`src/rtl/ofmap_collector.sv`:
```
// ofmap_collector: accumulates DEPTH column partial sums over passes, then drains them.
// Define OFMAP_COLLECTOR_SAT_EN to saturate overflowing adds instead of wrapping.
module ofmap_collector #(
   parameter int OFMAP_WIDTH = 8,
   parameter int ACC_WIDTH   = 12,
   parameter int DEPTH       = 4
) (
   input  logic                   clk_i,
   input  logic                   rst_ni,
   input  logic                   in_valid_i,
   output logic                   in_ready_o,
   input  logic [OFMAP_WIDTH-1:0] ofmap_in_i,
   input  logic                   pass_first_i,
   input  logic                   pass_last_i,
   input  logic                   clear_i,
   output logic                   out_valid_o,
   input  logic                   out_ready_i,
   output logic [ACC_WIDTH-1:0]   out_data_o,
   output logic                   overflow_o
);
   localparam int PW = $clog2(DEPTH);
   localparam logic [PW-1:0] LAST = PW'(DEPTH - 1);

   typedef enum logic {ACCUM, DRAIN} state_e;

   state_e               state_q, state_d;
   logic [PW-1:0]        wr_ptr_q, wr_ptr_d, rd_ptr_q, rd_ptr_d;
   logic [ACC_WIDTH-1:0] buf_q [DEPTH];
   logic [ACC_WIDTH-1:0] buf_d [DEPTH];
   logic                 ovf_q, ovf_d;
   logic [ACC_WIDTH:0]   sum;
   logic [ACC_WIDTH-1:0] wr_val;
   logic                 beat, xfer;

   assign in_ready_o  = rst_ni && state_q == ACCUM;
   assign out_valid_o = state_q == DRAIN;
   assign out_data_o  = buf_q[rd_ptr_q];
   assign overflow_o  = ovf_q;
   assign beat        = in_valid_i && in_ready_o;
   assign xfer        = out_valid_o && out_ready_i;
   // One extra bit so the carry out of the entry is visible as overflow
   assign sum = {1'b0, buf_q[wr_ptr_q]} + (ACC_WIDTH + 1)'(ofmap_in_i);

`ifdef OFMAP_COLLECTOR_SAT_EN
   assign wr_val = pass_first_i ? ACC_WIDTH'(ofmap_in_i) : sum[ACC_WIDTH] ? '1 : sum[ACC_WIDTH-1:0];
`else
   assign wr_val = pass_first_i ? ACC_WIDTH'(ofmap_in_i) : sum[ACC_WIDTH-1:0];
`endif

   always_comb begin
      state_d  = state_q;
      wr_ptr_d = wr_ptr_q;
      rd_ptr_d = rd_ptr_q;
      buf_d    = buf_q;
      ovf_d    = ovf_q;
      if (clear_i) begin
         state_d  = ACCUM;
         wr_ptr_d = '0;
         rd_ptr_d = '0;
         buf_d    = '{default: '0};
         ovf_d    = 1'b0;
      end else if (beat) begin
         buf_d[wr_ptr_q] = wr_val;
         wr_ptr_d        = wr_ptr_q + 1'b1;
         // A new result set starts at the first overwrite of entry 0
         ovf_d = (pass_first_i && wr_ptr_q == '0) ? 1'b0 : ovf_q | (!pass_first_i && sum[ACC_WIDTH]);
         if (wr_ptr_q == LAST && pass_last_i) state_d = DRAIN;
      end else if (xfer) begin
         rd_ptr_d = rd_ptr_q + 1'b1;
         if (rd_ptr_q == LAST) state_d = ACCUM;
      end
   end

   always_ff @(posedge clk_i or negedge rst_ni) begin
      if (!rst_ni) begin
         state_q  <= ACCUM;
         wr_ptr_q <= '0;
         rd_ptr_q <= '0;
         buf_q    <= '{default: '0};
         ovf_q    <= 1'b0;
      end else begin
         state_q  <= state_d;
         wr_ptr_q <= wr_ptr_d;
         rd_ptr_q <= rd_ptr_d;
         buf_q    <= buf_d;
         ovf_q    <= ovf_d;
      end
   end
endmodule

```
`config.mk`:
```
export PLATFORM = sky130hd
export DESIGN_NAME = ofmap_collector
export DESIGN_NICKNAME = d
export VERILOG_FILES = /design/src/rtl/ofmap_collector.sv
export SDC_FILE = /design/constraint.sdc
export NUM_CORES = 1
export LEC_CHECK = 0
export ABC_CLOCK_PERIOD_IN_PS = 8560
export CAP_MARGIN = 25
export CORE_MARGIN = 2
export CORE_UTILIZATION = 62
export DETAILED_ROUTE_END_ITERATION = 10
export GPL_ROUTABILITY_DRIVEN = 0
export PLACE_DENSITY = 0.85
export REMOVE_ABC_BUFFERS = 1
export SLEW_MARGIN = 20
export SYNTH_ARGS = -nofsm -noshare
export SYNTH_HDL_FRONTEND = slang
export SYNTH_SLANG_ARGS = --single-unit
```
`constraint.sdc`:
```
create_clock -name clk_i -period 8.56 [get_ports clk_i]
set_clock_uncertainty 0.15 [all_clocks]
set_input_delay 0.856 -clock clk_i [delete_from_list [all_inputs] [get_ports clk_i]]
set_output_delay 0.856 -clock clk_i [all_outputs]
set_load 0.05 [all_outputs]
```
Yosys cells after proc, flatten, opt, wreduce, memory -nomap -nowiden

Cells that the tools add are included.

Add/sub/neg operators: 3
Equal/unequal tests: 4
Bitwise logic cells: 4
Muxes and demuxes: 25
Reductions and logical operators: 15
$lt $le $gt $ge: 3

Operators by type and width:

| operator              | number |
|---|---|
| $mux W48              | 2 |
| $mux W12              | 6 |
| $bmux W12 S2          | 2 |
| $bwmux W48            | 1 |
| $demux W12 S2         | 1 |
| $add A12 B8 Y13       | 1 |
| $mux W2               | 5 |
| $mux W1               | 8 |
| $logic_and A1 B1 Y1   | 7 |
| $ge A3 B3 Y1 const B  | 2 |
| $not A2 Y3            | 2 |
| $reduce_bool A3 Y1    | 2 |
| $add A2 B1 Y2 const B | 2 |
| $eq A2 B2 Y1 const B  | 2 |
| $reduce_bool A2 Y1    | 2 |
| $lt A3 B1 Y1 const B  | 1 |
| $ne A3 B2 Y1 const B  | 1 |
| $reduce_and A3 Y1     | 1 |
| $logic_not A2 Y1      | 1 |
| $ne A2 B2 Y1 const B  | 1 |
| $reduce_and A2 Y1     | 1 |
| $logic_not A1 Y1      | 1 |
| $not A1 Y1            | 1 |
| $or A1 B1 Y1          | 1 |

Logic and storage cells: 62
Input port bits: 15
Output and inout bits: 15
Register bits after elaboration: 54

Logic depth before layout (Yosys ltp)

Gate-level depths: netlist of the first run.

Depth after elaboration: 10
Depth in mapped cells: 11
Mapped depth without buffers: 9

Least setup slack after synthesis of the first run

Ideal clock, no wire load.

Path kind: register -> register
From: register wr_ptr_q[0]
To: register buf_q[34] (netlist name)
Slack: 5.366 ns
Period minus slack after synthesis: 3.194 ns
Required time: 8.288 ns
Buffers on the path: 2
Data arrival time: 2.923 ns
Stages on the path, launching flop included: 12
Setup time: 0.122 ns
Cells stage by stage: dfrtp_1 > buf_6 > buf_2 > mux4_2 > ha_1 > fa_1 > a21oi_1 > o211ai_1 > o22ai_2 > nor2_1 > xor2_1 > a32o_1

Cells in the longest elaborated chain, start to end: 9
Elaborated cells on any way between the ends: 14
Classes of those cells: add/sub (1); order compare (2); mux (9); bitwise (1); reduce/logical (1)

RTL lines:

| what                                         | line   | RTL |
|---|---|---|
| from (decl)                                  | 27     | `logic [PW-1:0] wr_ptr_q, wr_ptr_d, rd_ptr_q, rd_ptr_d;` |
| from (signal assigned)                       | 83     | `wr_ptr_q <= wr_ptr_d;` |
| $not A2 Y3 (not written as such) (*)         | 42, 63 |  |
| $bmux W12 S2                                 | 42     | `assign sum = {1'b0, buf_q[wr_ptr_q]} + (ACC_WIDTH + 1)'(ofmap_in_i);` |
| $mux W12 (not written as such) (2 in series) | 42     |  |
| $add A12 B8 Y13                              | 42     |  |
| $mux W12                                     | 47     | `assign wr_val = pass_first_i ? ACC_WIDTH'(ofmap_in_i) : sum[ACC_WIDTH-1:0];` |
| $bwmux W48 (*)                               | 63     | `buf_d[wr_ptr_q] = wr_val;` |
| $mux W48 (*)                                 | 62     | `end else if (beat) begin` |
| $mux W48 (*)                                 | 56     | `if (clear_i) begin` |
| to (signal assigned)                         | 85     | `buf_q <= buf_d;` |
| to (decl)                                    | 28     | `logic [ACC_WIDTH-1:0] buf_q [DEPTH];` |

Mark *: on every way between the ends. The rest lies on a longest branch, timed or not. The select of a mux whose other input is x is not followed.
A chain may end at the register's enable or synchronous reset.

Worst setup path after layout of the first run

From: register rd_ptr_q[0]
To: output out_data_o[5]

Cells in the longest elaborated chain, start to end: 4

RTL lines:

| what                                         | line | RTL |
|---|---|---|
| from (decl)                                  | 27   |  |
| from (signal assigned)                       | 84   | `rd_ptr_q <= rd_ptr_d;` |
| $not A2 Y3 (not written as such)             | 37   | `assign out_data_o = buf_q[rd_ptr_q];` |
| $bmux W12 S2                                 | 37   |  |
| $mux W12 (not written as such) (2 in series) | 37   |  |
| to (decl)                                    | 18   | `output logic [ACC_WIDTH-1:0] out_data_o,` |

Every way passes these cells. The select of a mux whose other input is x is not followed.

==> metrics, run 1 <==
outcome=completed; Reg area=1350 µm²; Longest Clk Path Bufs=2; Tmin final=3.65 ns; share of cells above drive strength 1=13.4%; crit-path cells=mux4_2, clkdlybuf4s50_1; Post-synth EDFFs=0; CP top delay family=flip-flops; clock latency on the worst-skew pair=0.31 ns; critical path's largest stage delay=0.98 ns; register area share after synthesis=43.2%; WL final=between 7000 and 8000 µm; Syn. warnings=0; multi-input logic area=1680 µm²; Crit Path Max Fanout=14; fin. max-slew vios=0; DRC viols=0; Slowest-stage cell, CP=dfrtp_1; post-CTS repair timing setup buffer count=0; # diodes=0; TritonCTS clock tree=yes; most frequently used flop master after synthesis=dfrtp_1; initial antenna violation count=0; die width=75 µm; final setup fails=0; first-pass detailed-route iteration total=4; Iter 0 DRT Violations=between 100 and 150; number of max-cap violations=0; Final period util=42.7%; PortBufs=29; DR WL/cell=19.4 µm; pin count of the biggest net entering global routing=56; vias in the first global route=~2500; Max-slew headroom=36.2%; post-synthesis register bit count=54; pwr/cell area=140 nW/µm²; Initial Util=65.3%; worst vdd ir=0.0905 mV; CTS sink cnt=54; CP startpoint kind=flop; die area=approximately 5600 µm²; H-tree depth=2; DR vias=around 2400; Worst setup EP type=output port; grt ovf=0; Fill cells=between 300 and 400; Yosys cell types=40; leak pwr=0.00147 µW; row cnt=25; Die Y=between 70 and 80 µm; global-route wire length before repair=12200 µm; Mapped Area=3130 µm²; worst hold slack=roughly 0.35 ns; Final Hold Vio Count=0; core area=4790 µm²; nets=335; Worst Tran Pin Value=0.957 ns; FMAX=roughly 270 MHz; Ports=30; Area Overhead vs Synth=13.9%; CP required=between 7 and 8 ns; WP buf/inv=1; Synth Area per Inst=about 11 µm²; number of vias per cell=around 6.4; RSZ-0062 raised after global routing=no; post-route ant nets=0; DP HPWL=5200 µm; CTS clk-pin slew, worst paths=0.10 ns; arrival time at the worst endpoint=2.65 ns; GR Util All Layers=a little under 30%; hold buffers post-CTS=0; HP Class=reg2reg; post-route setup TNS=0 ns; fraction of registers with async set or reset after synthesis=100%; TritonCTS Buffers=5; critical path class=reg2out; root buf cell=clkbuf_8; Cells after Synth=279; Post-CTS Resized=0
synthesized netlist by cell type, types with 2 or more instances:
library cell,count,area [µm²]
nand2_1,53,199
inv_1,4,15.0
nor3_1,2,10.0
clkbuf_1,4,15.0
xnor2_1,6,52.6
mux2i_1,3,30.0
a21o_1,3,22.5
buf_2,9,45.0
o21a_1,2,15.0
o21ai_0,34,170
dfrtp_1,54,1350
xor2_1,3,26.3
a21oi_1,13,65.1
a32o_1,16,160
ha_1,13,163
mux4_2,23,518
nor2_1,9,33.8
nor2b_1,2,12.5
nand3_1,5,25.0
power breakdown:
group | total, µW | internal (µW) | switching (µW)
clock network | 146 | 65.4 | 80.5
logic | 89.4 | 34.9 | 54.6
registers | 263 | 259 | 4.03
total | 498 | 359 | 139
routing by layer:
layer | vias to the layer above | routed length, µm | global-route usage [%]
met1 | 1196 | 2980 | 41.9
met4 | 0 | 99 | 11.3
li1 | 1096 | - | -
met3 | 14 | 548 | 5.22
met5 | - | 0 | 0
met2 | 104 | 3650 | 47.2
worst paths after layout:
kind                                         startpoint  cells past startpoint  slack, ns                     to
worst min register to register    buf_q[21]$_DFFE_PN0P_                      2       0.35  buf_q[21]$_DFFE_PN0P_
min in group asynchronous                        rst_ni                      2       0.52  buf_q[17]$_DFFE_PN0P_
worst max-delay path            rd_ptr_q[0]$_DFFE_PN0P_                      2       4.91          out_data_o[5]
worst min-delay path              buf_q[21]$_DFFE_PN0P_                      2       0.35  buf_q[21]$_DFFE_PN0P_
max in group asynchronous                        rst_ni                      2       7.30  buf_q[39]$_DFFE_PN0P_
worst max register to register  wr_ptr_q[1]$_DFFE_PN0P_                      9       5.20  buf_q[46]$_DFFE_PN0P_
layout make-up:
cell class | count | area share [%]
clock buffers | 7 | 2.43
clock inverters | 1 | 0.141
inverters | 4 | 0.422
multi-input cells | 205 | 47.2
flip-flops and latches | 54 | 38.0
well taps | 67 | 2.36
repair buffers | 36 | 9.49
cell families (layout without fill, tap and decap cells):
kind of cell / after synthesis / after routing / share of synthesized area, %
AOI/OAI and AO/OA: 78 / 78 / 16.5
and+or+nand+nor: 76 / 76 / 9.97
DFF: 54 / 54 / 43.2
muxes: 27 / 27 / 18.4
buffers and inverters: 20 / 48 / 3.04
adders and majority gates: 14 / 14 / 5.84
xor gates and xnor gates: 10 / 10 / 3.04
flip-flops by register name (all words and copies together), names as in the netlist:
signal	flops
rd_ptr_q	2
wr_ptr_q	2
buf_q	48
overflow_o	1
out_valid_o	1
metrics by stage:
| step | cells | cell area [µm²] | utilization, % | power, µW | setup slack, ns |
|---|---|---|---|---|---|
| after floorplan | 263 | 3050 | - | 321 | 5.30 |
| after global placement | 361 | 3430 | 71.7 | 352 | 4.95 |
| after detailed placement | 366 | 3470 | 72.4 | 356 | 4.92 |
| after CTS | 374 | 3560 | 74.4 | 498 | 4.89 |
| after global routing | 374 | 3560 | 74.4 | 516 | 4.81 |
| final | 374 | 3560 | 74.4 | 498 | 4.91 |
worst register-to-register path: cells and delay by family, from the launching register on:
kind | cells | cell delay, ns
flops | 1 | 0.85
simple gates | 1 | 0.09
mux | 1 | 0.42
xor+xnor | 1 | 0.21
fa+ha+maj | 2 | 0.63
compound gates | 4 | 0.90
placed cells by master, fill, tap and decap left out, types with 4 or more instances in the layout:
| cell | synthesis | layout |
|---|---|---|
| a21oi_1 | 13 | 13 |
| a32o_1 | 16 | 16 |
| buf_4 | 0 | 7 |
| clkbuf_8 | 0 | 6 |
| clkdlybuf4s50_1 | 0 | 28 |
| dfrtp_1 | 54 | 54 |
| ha_1 | 13 | 13 |
| inv_1 | 4 | 4 |
| mux4_2 | 23 | 23 |
| nand2_1 | 53 | 53 |
| nand3_1 | 5 | 5 |
| nor2_1 | 9 | 9 |
| o21ai_0 | 34 | 34 |
| xnor2_1 | 6 | 6 |
Power figures use the tool's default switching activity.
==> run 2, diff against run 1 <==
--- a/config.mk
+++ b/config.mk
@@ -5,13 +5,13 @@
 export SDC_FILE = /design/constraint.sdc
 export NUM_CORES = 1
 export LEC_CHECK = 0
-export ABC_CLOCK_PERIOD_IN_PS = 8560
+export ABC_CLOCK_PERIOD_IN_PS = 3300
 export CAP_MARGIN = 25
 export CORE_MARGIN = 2
-export CORE_UTILIZATION = 62
+export CORE_UTILIZATION = 52
 export DETAILED_ROUTE_END_ITERATION = 10
 export GPL_ROUTABILITY_DRIVEN = 0
-export PLACE_DENSITY = 0.85
+export PLACE_DENSITY = 0.76
 export REMOVE_ABC_BUFFERS = 1
 export SLEW_MARGIN = 20
 export SYNTH_ARGS = -nofsm -noshare
==> constraint.sdc (replaced) <==
create_clock -name clk_i -period 3.3 [get_ports clk_i]
set_clock_uncertainty 0.15 [all_clocks]
set_input_delay 0.33 -clock clk_i [delete_from_list [all_inputs] [get_ports clk_i]]
set_output_delay 0.33 -clock clk_i [all_outputs]
set_load 0.05 [all_outputs]
==> metrics, run 2 (synthesis gave the netlist of run 1 again) <==
Largest register FFs=48 (unchanged); vias in the first global route=2440 (-1.6%); CTS sink cnt=54 (unchanged); GR Util All Layers=24.7% (-5.1 points); CP startpoint kind=flop; clock latency on the worst-skew pair=0.31 ns (about the same); CTS clk-pin slew, worst paths=0.10 ns (about the same); Iter 0 DRT Violations=124 (-14%); final core utilization=62.7% (-12 points); post-CTS repair timing setup buffer count=0 (unchanged); row cnt=28 (+12%); leak pwr=0.00152 µW (+3.2%); Final Hold Vio Count=0 (unchanged); clock power share=32.8% (+3.5 points); number of vias per cell=6.31 (-2.0%); Crit Path Max Fanout=5 (-9); Sequential Power Share=49.6% (-3.2 points); final setup fails=0 (unchanged); FMAX=326 MHz; Worst Tran Pin Value=0.738 ns (-0.219 ns); grt ovf=0 (unchanged); Worst setup EP type=flop; Die Y=81.5 µm (+8.7%); post-route ant nets=0 (unchanged); post-route setup TNS=0 ns (unchanged); critical path's largest stage delay=0.51 ns (-0.47 ns); largest register by flop count=buf_q; worst vdd ir=0.264 mV (+190%); # diodes=0 (unchanged); share of cells above drive strength 1=16.8% (+3.4 points); die area=6650 µm² (+18%); core area=5850 µm² (+22%); DR vias=2469 (+2.4%); TritonCTS clock tree=yes; HP Class=in2async; pin count of the biggest net entering global routing=55 (-1.8%); arrival time at the worst endpoint=3.12 ns (+0.47 ns); leading cell types in the layout, fill and taps excluded=nand2_1, dfrtp_1, o21ai_0, clkdlybuf4s50_1, mux4_2; Initial Util=53.4% (-12 points); number of max-cap violations=0 (unchanged); PortBufs=29 (unchanged); nets=344 (+2.7%); CP required=3.36 ns (-4.19 ns); Final period util=93.0%; Area Overhead vs Synth=17.3%; switching share of total power=27.7% (-0.23 points); Ports=30 (unchanged); P_int=994 µW (+180%); DR WL/cell=19.4 µm (-0.34%); Slowest-stage cell, CP=mux4_2; die width=81.5 µm (+8.7%); Power Total=1370 µW (+180%); H-tree depth=2 (unchanged); initial antenna violation count=0 (unchanged); critical path class=reg2reg; first-pass detailed-route iteration total=5 (+1); fin. max-slew vios=0 (unchanged); pwr/cell area=375 nW/µm² (+170%); Tmin final=3.07 ns; DP HPWL=5520 µm (+6.2%); crit-path cells=mux4_2, ha_1, fa_1, a21oi_1, o211ai_1, o22ai_2, nor2_1, xor2_2, a32o_1; power share of the combinational group=17.5% (-0.4 points); RSZ-0062 raised after global routing=no; outcome=completed; WL final=7580 µm (+4.2%); Psw=381 µW (+170%); DRC viols=0 (unchanged); Longest Clk Path Bufs=2 (unchanged); root buf cell=clkbuf_8; global-route wire length before repair=12200 µm (+0.57%); Max-slew headroom=50.6% (+14 points); Fill cells=448 (+34%); biggest regs=buf_q: 48 flops, rd_ptr_q: 2 flops, wr_ptr_q: 2 flops; TritonCTS Buffers=5 (unchanged)
## run 2: critical path: cells and delay by family (launching register included)
kind            cells  cell delay [ns]
compound gates      4             0.89
xor+xnor            1             0.21
fa+ha+maj           2             0.63
flops               1             0.46
mux                 1             0.51
simple gates        1             0.12
## run 2: final cells by class
cell class | instances | area, µm² | share of cell area (%)
well taps | 75 | 93.8 | 2.56
clock inverters | 3 | 45.0 | 1.23
clock buffers | 5 | 68.8 | 1.88
flip-flops and latches | 54 | 1350 | 36.9
repair buffers | 45 | 405 | 11.1
inverters | 4 | 15.0 | 0.409
multi-input cells | 205 | 1690 | 46.0
## run 2: timing repair
item,4_1_cts,5_1_grt
hold buffers,0,0
gates resized for setup,0,2
endpoints found under the setup margin,0,4
## run 2: through the flow
stage	instances	hold slack, ns	instance area [µm²]	setup slack (ns)
6_report	391	0.0339	3670	0.232
5_1_grt	391	0.0897	3670	0.0459
4_1_cts	391	0.0675	3660	0.155
3_5_place_dp	383	0.340	3540	0.174
3_3_place_gp	383	0.327	3540	0.253
2_1_floorplan	263	-0.116	3050	0.0401
## run 2: per-layer routing
metal / GRT usage, % / part of all wire, % / vias to the layer above
li1: - / - / 1112
met1: 34.9 / 43 / 1253
met2: 40.2 / 49 / 92
met3: 3.74 / 6.4 / 12
met4: 6.95 / 1.7 / 0
met5: 0 / 0 / -
## run 2: power groups by stage
stage	Clock [µW]	Combinational [µW]	Sequential [µW]
3_3_place_gp	0	235	694
3_5_place_dp	0	240	695
4_1_cts	457	241	682
2_1_floorplan	0	135	697
5_1_grt	486	260	684
6_report	451	241	682
## run 2: worst paths after layout
check	startpoint	to	slack [ns]	depth (start not counted)
setup / recovery	wr_ptr_q[0]$_DFFE_PN0P_	buf_q[46]$_DFFE_PN0P_	0.23	9
hold / removal	rst_ni	buf_q[26]$_DFFE_PN0P_	0.03	2
setup reg to reg	wr_ptr_q[0]$_DFFE_PN0P_	buf_q[46]$_DFFE_PN0P_	0.23	9
hold reg to reg	buf_q[9]$_DFFE_PN0P_	buf_q[9]$_DFFE_PN0P_	0.36	2
max in group asynchronous	rst_ni	wr_ptr_q[0]$_DFFE_PN0P_	2.49	2
min in group clk_i	buf_q[9]$_DFFE_PN0P_	buf_q[9]$_DFFE_PN0P_	0.36	2
